===== src/rtl/data_memory_arbiter.sv =====
// data_memory_arbiter: shares one 32x8 synchronous data memory between two
// requesters. Port A is the datapath and port B is the loader/debug path.
// Requests are served round-robin. Each access is issued as a single-cycle
// mem_read or mem_write strobe, and read data comes back with a valid pulse.
//
// Ports
//   clock, clear            system clock; synchronous active-high reset
//   req_x/we_x/addr_x/wdata_x  requester x in {a,b}: request, write enable,
//                              address, write data (held until gnt_x)
//   gnt_x                   one-cycle pulse when x's access is issued
//   rvalid_x/rdata_x        read-data valid pulse; data held until next read
//   mem_read/mem_write      memory strobes (never both high)
//   mem_addr/mem_wdata      memory address / write data
//   mem_rdata               registered memory output (1 cycle after mem_read)
//   busy                    high whenever the FSM is not IDLE
module data_memory_arbiter #(
  parameter int unsigned ADDR_WIDTH = 5,
  parameter int unsigned DATA_WIDTH = 8
) (
  input  logic                  clock,
  input  logic                  clear,
  input  logic                  req_a,
  input  logic                  we_a,
  input  logic [ADDR_WIDTH-1:0] addr_a,
  input  logic [DATA_WIDTH-1:0] wdata_a,
  output logic                  gnt_a,
  output logic                  rvalid_a,
  output logic [DATA_WIDTH-1:0] rdata_a,
  input  logic                  req_b,
  input  logic                  we_b,
  input  logic [ADDR_WIDTH-1:0] addr_b,
  input  logic [DATA_WIDTH-1:0] wdata_b,
  output logic                  gnt_b,
  output logic                  rvalid_b,
  output logic [DATA_WIDTH-1:0] rdata_b,
  output logic                  mem_read,
  output logic                  mem_write,
  output logic [ADDR_WIDTH-1:0] mem_addr,
  output logic [DATA_WIDTH-1:0] mem_wdata,
  input  logic [DATA_WIDTH-1:0] mem_rdata,
  output logic                  busy
);

  typedef enum logic [1:0] {
    S_IDLE    = 2'd0,
    S_ISSUE   = 2'd1,
    S_CAPTURE = 2'd2
  } state_e;

  typedef enum logic {
    PORT_A = 1'b0,
    PORT_B = 1'b1
  } port_e;

  state_e                state_q, state_d;
  port_e                 rr_q, rr_d;
  port_e                 win_q, win_d;
  port_e                 pick_c;
  logic                  gnt_a_q, gnt_a_d;
  logic                  gnt_b_q, gnt_b_d;
  logic                  rvalid_a_q, rvalid_a_d;
  logic                  rvalid_b_q, rvalid_b_d;
  logic [DATA_WIDTH-1:0] rdata_a_q, rdata_a_d;
  logic [DATA_WIDTH-1:0] rdata_b_q, rdata_b_d;
  logic                  mem_read_q, mem_read_d;
  logic                  mem_write_q, mem_write_d;
  logic [ADDR_WIDTH-1:0] mem_addr_q, mem_addr_d;
  logic [DATA_WIDTH-1:0] mem_wdata_q, mem_wdata_d;
  logic                  busy_q, busy_d;

  // Winner when sampling in IDLE: the sole requester, else the rr_ptr side.
  always_comb begin
    pick_c = PORT_B;
    if (req_a && (!req_b || (rr_q == PORT_A))) begin
      pick_c = PORT_A;
    end
  end

  // Next-state and next-output logic.
  always_comb begin
    state_d     = state_q;
    rr_d        = rr_q;
    win_d       = win_q;
    gnt_a_d     = 1'b0;
    gnt_b_d     = 1'b0;
    rvalid_a_d  = 1'b0;
    rvalid_b_d  = 1'b0;
    rdata_a_d   = rdata_a_q;
    rdata_b_d   = rdata_b_q;
    mem_read_d  = 1'b0;
    mem_write_d = 1'b0;
    mem_addr_d  = mem_addr_q;
    mem_wdata_d = mem_wdata_q;

    case (state_q)
      S_IDLE: begin
        if (req_a || req_b) begin
          state_d = S_ISSUE;
          win_d   = pick_c;
          // The loser of this round gets priority next time.
          rr_d    = (pick_c == PORT_A) ? PORT_B : PORT_A;
          if (pick_c == PORT_A) begin
            gnt_a_d     = 1'b1;
            mem_addr_d  = addr_a;
            mem_write_d = we_a;
            mem_read_d  = !we_a;
            if (we_a) mem_wdata_d = wdata_a;
          end else begin
            gnt_b_d     = 1'b1;
            mem_addr_d  = addr_b;
            mem_write_d = we_b;
            mem_read_d  = !we_b;
            if (we_b) mem_wdata_d = wdata_b;
          end
        end
      end
      S_ISSUE: begin
        // A write is committed at the end of this cycle; a read needs a capture cycle.
        state_d = mem_write_q ? S_IDLE : S_CAPTURE;
      end
      S_CAPTURE: begin
        state_d = S_IDLE;
        if (win_q == PORT_A) begin
          rdata_a_d  = mem_rdata;
          rvalid_a_d = 1'b1;
        end else begin
          rdata_b_d  = mem_rdata;
          rvalid_b_d = 1'b1;
        end
      end
      default: begin
        state_d = S_IDLE;
      end
    endcase

    busy_d = (state_d != S_IDLE);
  end

  // State and output registers.
  always_ff @(posedge clock) begin
    if (clear) begin
      state_q     <= S_IDLE;
      rr_q        <= PORT_A;
      win_q       <= PORT_A;
      gnt_a_q     <= 1'b0;
      gnt_b_q     <= 1'b0;
      rvalid_a_q  <= 1'b0;
      rvalid_b_q  <= 1'b0;
      rdata_a_q   <= '0;
      rdata_b_q   <= '0;
      mem_read_q  <= 1'b0;
      mem_write_q <= 1'b0;
      mem_addr_q  <= '0;
      mem_wdata_q <= '0;
      busy_q      <= 1'b0;
    end else begin
      state_q     <= state_d;
      rr_q        <= rr_d;
      win_q       <= win_d;
      gnt_a_q     <= gnt_a_d;
      gnt_b_q     <= gnt_b_d;
      rvalid_a_q  <= rvalid_a_d;
      rvalid_b_q  <= rvalid_b_d;
      rdata_a_q   <= rdata_a_d;
      rdata_b_q   <= rdata_b_d;
      mem_read_q  <= mem_read_d;
      mem_write_q <= mem_write_d;
      mem_addr_q  <= mem_addr_d;
      mem_wdata_q <= mem_wdata_d;
      busy_q      <= busy_d;
    end
  end

  assign gnt_a     = gnt_a_q;
  assign gnt_b     = gnt_b_q;
  assign rvalid_a  = rvalid_a_q;
  assign rvalid_b  = rvalid_b_q;
  assign rdata_a   = rdata_a_q;
  assign rdata_b   = rdata_b_q;
  assign mem_read  = mem_read_q;
  assign mem_write = mem_write_q;
  assign mem_addr  = mem_addr_q;
  assign mem_wdata = mem_wdata_q;
  assign busy      = busy_q;

endmodule


===== config.mk =====
export PLATFORM = sky130hd
export DESIGN_NAME = data_memory_arbiter
export DESIGN_NICKNAME = d
export VERILOG_FILES = /design/src/rtl/data_memory_arbiter.sv
export SDC_FILE = /design/constraint.sdc
export NUM_CORES = 1
export LEC_CHECK = 0
export CAP_MARGIN = 20
export CELL_PAD_IN_SITES_DETAIL_PLACEMENT = 1
export CELL_PAD_IN_SITES_GLOBAL_PLACEMENT = 1
export CORE_AREA = 2 2 78 80
export DETAILED_ROUTE_END_ITERATION = 8
export DIE_AREA = 0 0 80 82
export PLACE_DENSITY_LB_ADDON = 0.1
export SYNTH_ARGS = -nofsm -noshare
export SYNTH_HDL_FRONTEND = slang
export SYNTH_SLANG_ARGS = --single-unit

===== constraint.sdc =====
create_clock -name clock -period 1.9 [get_ports clock]
set_clock_uncertainty 0.2 [all_clocks]
set_input_delay 0.285 -clock clock [delete_from_list [all_inputs] [get_ports clock]]
set_output_delay 0.285 -clock clock [all_outputs]
set_load 0.01 [all_outputs]

# After elaboration in Yosys (flattened, before gate mapping)
# Index checks and enable logic that the tools add are counted.
op_classes:
  bitwise: 5
  n_reduce_logical: 15
  n_eq_ne: 3
  mux: 13
ops:
  columns: ["cell", "count"]
  rows:
  - ["$mux 8", 3]
  - ["$mux 1", 6]
  - ["$reduce_and 2->1", 3]
  - ["$mux 5", 1]
  - ["$not 1->1", 5]
  - ["$mux 2", 2]
  - ["$pmux 2 s2", 1]
  - ["$reduce_and 4->1", 1]
  - ["$reduce_bool 2->1", 2]
  - ["$logic_not 1->1", 3]
  - ["$reduce_or 3->1", 1]
  - ["$eq 2x1->1 const B", 1]
  - ["$eq 2x2->1 const B", 1]
  - ["$logic_not 2->1", 1]
  - ["$logic_or 1x1->1", 2]
  - ["$ne 2x2->1 const B", 1]
  - ["$reduce_or 2->1", 1]
  - ["$logic_and 1x1->1", 1]
totals:
  inputBits: 40
  out_inout_bits: 36
  regBits: 40
  wordCells: 50

# Depth between registers and ports, before layout
# Gate-level depths: netlist of the first run.
depth:
  depth_word: 5
  depth_mapped: 5
  ltp_nobuf: 4

# Worst setup path before layout of the first run
# Ideal clock, no wire load.
synth_path:
  path_type: "flip-flop to flip-flop"
  from: "register rr_q"
  to: "register mem_wdata_q[5], in the netlist mem_wdata[5]"
  synth_period_minus_slack_ps: 1420
  stages_incl_launch_ff: 6
  required_ps: 1565
  n_path_buf: 1
  arrival_ps: 1085
  setup_slack_ps: 480
  path_cell_list: "dfxtp_1 -> a21bo_2 -> and2_1 -> buf_4 -> nor3_1 -> nor4_2"
synth_via:
  elab_chain_cells: 5
  elab_cells_between_ends: 7
  classes_between: "eq/ne: 1; mux: 1; bitwise: 1; reduce/logical: 4"
synth_rtl:
  columns: ["item", "line_no", "source"]
  rows:
  - ["start, declared", "56", "port_e rr_q, rr_d;"]
  - ["start signal, assigned", "158", "rr_q <= rr_d;"]
  - ["$not 1->1 (*)", "74", "if (req_a && (!req_b || (rr_q == PORT_A))) begin"]
  - ["$logic_or 1x1->1 (*)", "74", null]
  - ["$logic_and 1x1->1 (*)", "74", null]
  - ["$ne 2x2->1 (no source line) or $reduce_bool 2->1 (tied branches)", null, null]
  - ["$reduce_and 4->1 (no source line)", null, null]
  - ["end signal, assigned", "169", "mem_wdata_q <= mem_wdata_d;"]
  - ["end, declared", "68", "logic [DATA_WIDTH-1:0] mem_wdata_q, mem_wdata_d;"]
# Every way passes the cells marked *; elsewhere a longest branch is shown, timed or not.
# A chain may end at the register's enable or synchronous reset.

# Worst setup path in the final report of the first run
layout_path:
  from: "input port req_b"
  to: "register mem_wdata_q[0], in the netlist mem_wdata[0]"
layout_via:
  elab_chain_cells: 5
  elab_cells_between_ends: 8
  classes_between: "eq/ne: 1; mux: 1; reduce/logical: 6"
layout_rtl:
  columns: ["item", "line_no", "source"]
  rows:
  - ["start, declared", "29", "input logic req_b,"]
  - ["$logic_not 1->1", "74", null]
  - ["$logic_or 1x1->1", "74", null]
  - ["$logic_and 1x1->1", "74", null]
  - ["$ne 2x2->1 (no source line) or $reduce_bool 2->1 (tied branches)", null, null]
  - ["$reduce_and 4->1 (no source line)", null, null]
# Parallel ways exist; a longest one is shown, timed or not.

==> impl_metrics.json, run 1 <==
{
  "synth_largest_area_cell": "dfxtp_1",
  "placedCellCount": 326,
  "core_um2": 5750,
  "grt_max_degree": 21,
  "cts_max_level": 2,
  "dpl_cell_area_um2": 2580,
  "utilization_pct": 46.9,
  "peakVddDrop_v": 0.000345,
  "dr.first_iter.drc_count": 42,
  "numCtsBuffers": 5,
  "outcome": "completed",
  "fin_area_um2": 2700,
  "synth_cell_types": 24,
  "crit_family": "simple AND/OR/NAND/NOR gates",
  "clk_latency_ns": 0.29,
  "antenna_cells": 0,
  "leakage_nw": 1.02,
  "drt_pass1_iterations": 3,
  "critPathKind": "in2reg",
  "hold_viol_final": 0,
  "hold_buffers": 0,
  "seq_area_um2": 801,
  "die_h_um": 82,
  "clk_pin_slew_ns": 0.09,
  "finalSetupTns_ns": 0,
  "arrival_ns": 1.78,
  "cts_tree": "done",
  "power.density_nw_per_um2": 779,
  "wirelength_mm": 4.87,
  "synthTopCellsByArea": "dfxtp_1 (48%), mux2i_1 (9.6%), nand3b_1 (7.6%)",
  "gp_congestion": 0.705,
  "rsz0062_at_grt": "false",
  "grt_pass1_vias": 1645,
  "syn_nets": 217,
  "dpl_worst_slack_ns": -0.180,
  "holdPathStages": 1,
  "dieArea_um2": 6560,
  "wl_per_cell_um": 14.6,
  "synth_top_area_share_pct": 47.8,
  "netlist_area_um2": 1680,
  "worst-path-buf-inv": 1,
  "cap_violations": 0,
  "syn_inst": 177,
  "fill_cells": 681,
  "rows": 28,
  "slowest_delay_ns": 0.60,
  "layout.nets": 298,
  "die_w_um": 80,
  "reg2reg_depth": 4,
  "grt_overflow": 0,
  "num_vias": 1589,
  "ys_seq_area_share_pct": 47.8,
  "critPathMaxFanout": 10,
  "root_buffer": "clkbuf_8",
  "hold_ws_ns": 0.256,
  "cp-start-kind": "input pin",
  "cts.repair.resized": 0,
  "antenna_found_initial": 0,
  "drc_errors": 0,
  "post_cts_buffers": 0,
  "required_ns": 1.91,
  "p_total_mw": 2.10,
  "drv_slew": 0,
  "initial_core_util_pct": 29.2,
  "final_cells": 334,
  "syn_avg_cell_area_um2": 9.47,
  "fin_ws_ns": 0.129,
  "area_delta_synth_final_pct": 60.9,
  "critical_path.cell_chain": "clkdlybuf4s50_1, a21bo_2, and2_1, nor3_1, nor4_2",
  "crit_slowest_cell": "clkdlybuf4s50_1",
  "worst-path-stages": 5,
  "max_freq_ghz": 0.565,
  "clock_tree.buffer_depth": 2,
  "relSlewSlack_pct": 74.6,
  "fin_crit_sh_pct": 93.2,
  "worst_pin_slew_ns": 0.381,
  "hold_class": "reg2reg",
  "cts.sinks": 40,
  "synth_seq_cells": 40,
  "drive_above_1_share_pct": 13.1,
  "cp-end-kind": "register",
  "avgViaCountPerCell": 4.76,
  "grt.total_usage_pct": 16.0,
  "period_minus_slack_ns": 1.77,
  "detail-route-antenna-nets": 0,
  "dp_hpwl_mm": 3.69,
  "yosysWarnings": 0,
  "setup_viol": 0,
  "multiInputGateArea_um2": 806,
  "port_buffers": 75,
  "grt_pass1_wl_mm": 8.01,
  "ios": 76
}
==> power breakdown <==
part | switching [mW] | internal, mW
sequential | 0.0363 | 0.892
clock | 0.320 | 0.396
combinational | 0.200 | 0.256
==> synth_stat cells <==
library cell,number
nor2b_1,1
nor4_2,8
mux2i_1,16
dfxtp_1,40
nand2_1,10
a21bo_2,1
nor4_1,1
nand3b_1,17
a311oi_1,6
a211oi_1,1
buf_1,2
buf_4,3
nor3b_1,1
or2_2,1
clkbuf_1,5
nor4b_1,1
a21boi_4,1
nor3_1,10
buf_2,5
a21oi_1,9
nor2_1,33
and2_1,2
o21ai_1,1
o21a_1,2
==> cells by family (layout without fill, tap and decap cells) <==
group,Yosys count,after routing,synth area share (%)
AOI/OAI and AO/OA,21,21,9.19
buffers and inverters,15,97,4.41
DFF,40,40,47.8
muxes,16,16,9.56
and+or+nand+nor,85,85,29.1
==> path summary, 6_finish.rpt <==
check        startpoint      endpoint  slack (ns)
max               req_b  mem_wdata[0]        0.13
min           mem_write    state_q[1]        0.26
max reg2reg        rr_q  mem_wdata[0]        0.29
min reg2reg   mem_write    state_q[1]        0.26
==> cell type report <==
cell class,instances,share of cell area (%)
flip-flops and latches,40,29.7
multi-input cells,122,29.9
well taps,75,3.48
clock inverters,3,1.72
repair buffers,89,32.7
clock buffers,5,2.55
==> placed cells by master, fill, tap and decap left out, types with 2 or more instances in the layout <==
master           count
clkdlybuf4s50_1     75
dfxtp_1             40
nor2_1              33
nand3b_1            17
mux2i_1             16
buf_4               12
nor3_1              10
nand2_1             10
a21oi_1              9
nor4_2               8
a311oi_1             6
clkbuf_8             5
o21a_1               2
and2_1               2
buf_12               2
==> per-layer routing <==
layer / GRT usage (%) / vias up / share of wire, %
li1: - / 781 / -
met1: 19.6 / 768 / 44
met2: 26.9 / 36 / 49
met3: 5.49 / 4 / 5.5
met4: 4.58 / 0 / 0.92
met5: 0 / - / 0
==> state kept, by name, indices dropped and copies added, names as in the netlist <==
signal,flops
mem_write,1
rr_q,1
rdata_a,8
mem_addr,5
gnt_b,1
win_q,1
rvalid_a,1
state_q,2
rvalid_b,1
busy,1
mem_read,1
gnt_a,1
rdata_b,8
mem_wdata,8
No activity file was read; power rests on OpenSTA's default activity.
==> run 2, diff against run 1 <==
--- a/config.mk
+++ b/config.mk
@@ -15,3 +15,4 @@
 export SYNTH_ARGS = -nofsm -noshare
 export SYNTH_HDL_FRONTEND = slang
 export SYNTH_SLANG_ARGS = --single-unit
+export TNS_END_PERCENT = 20
==> results of run 2 <==
No change in the layout: final DEF, timing and power equal those of run 1.
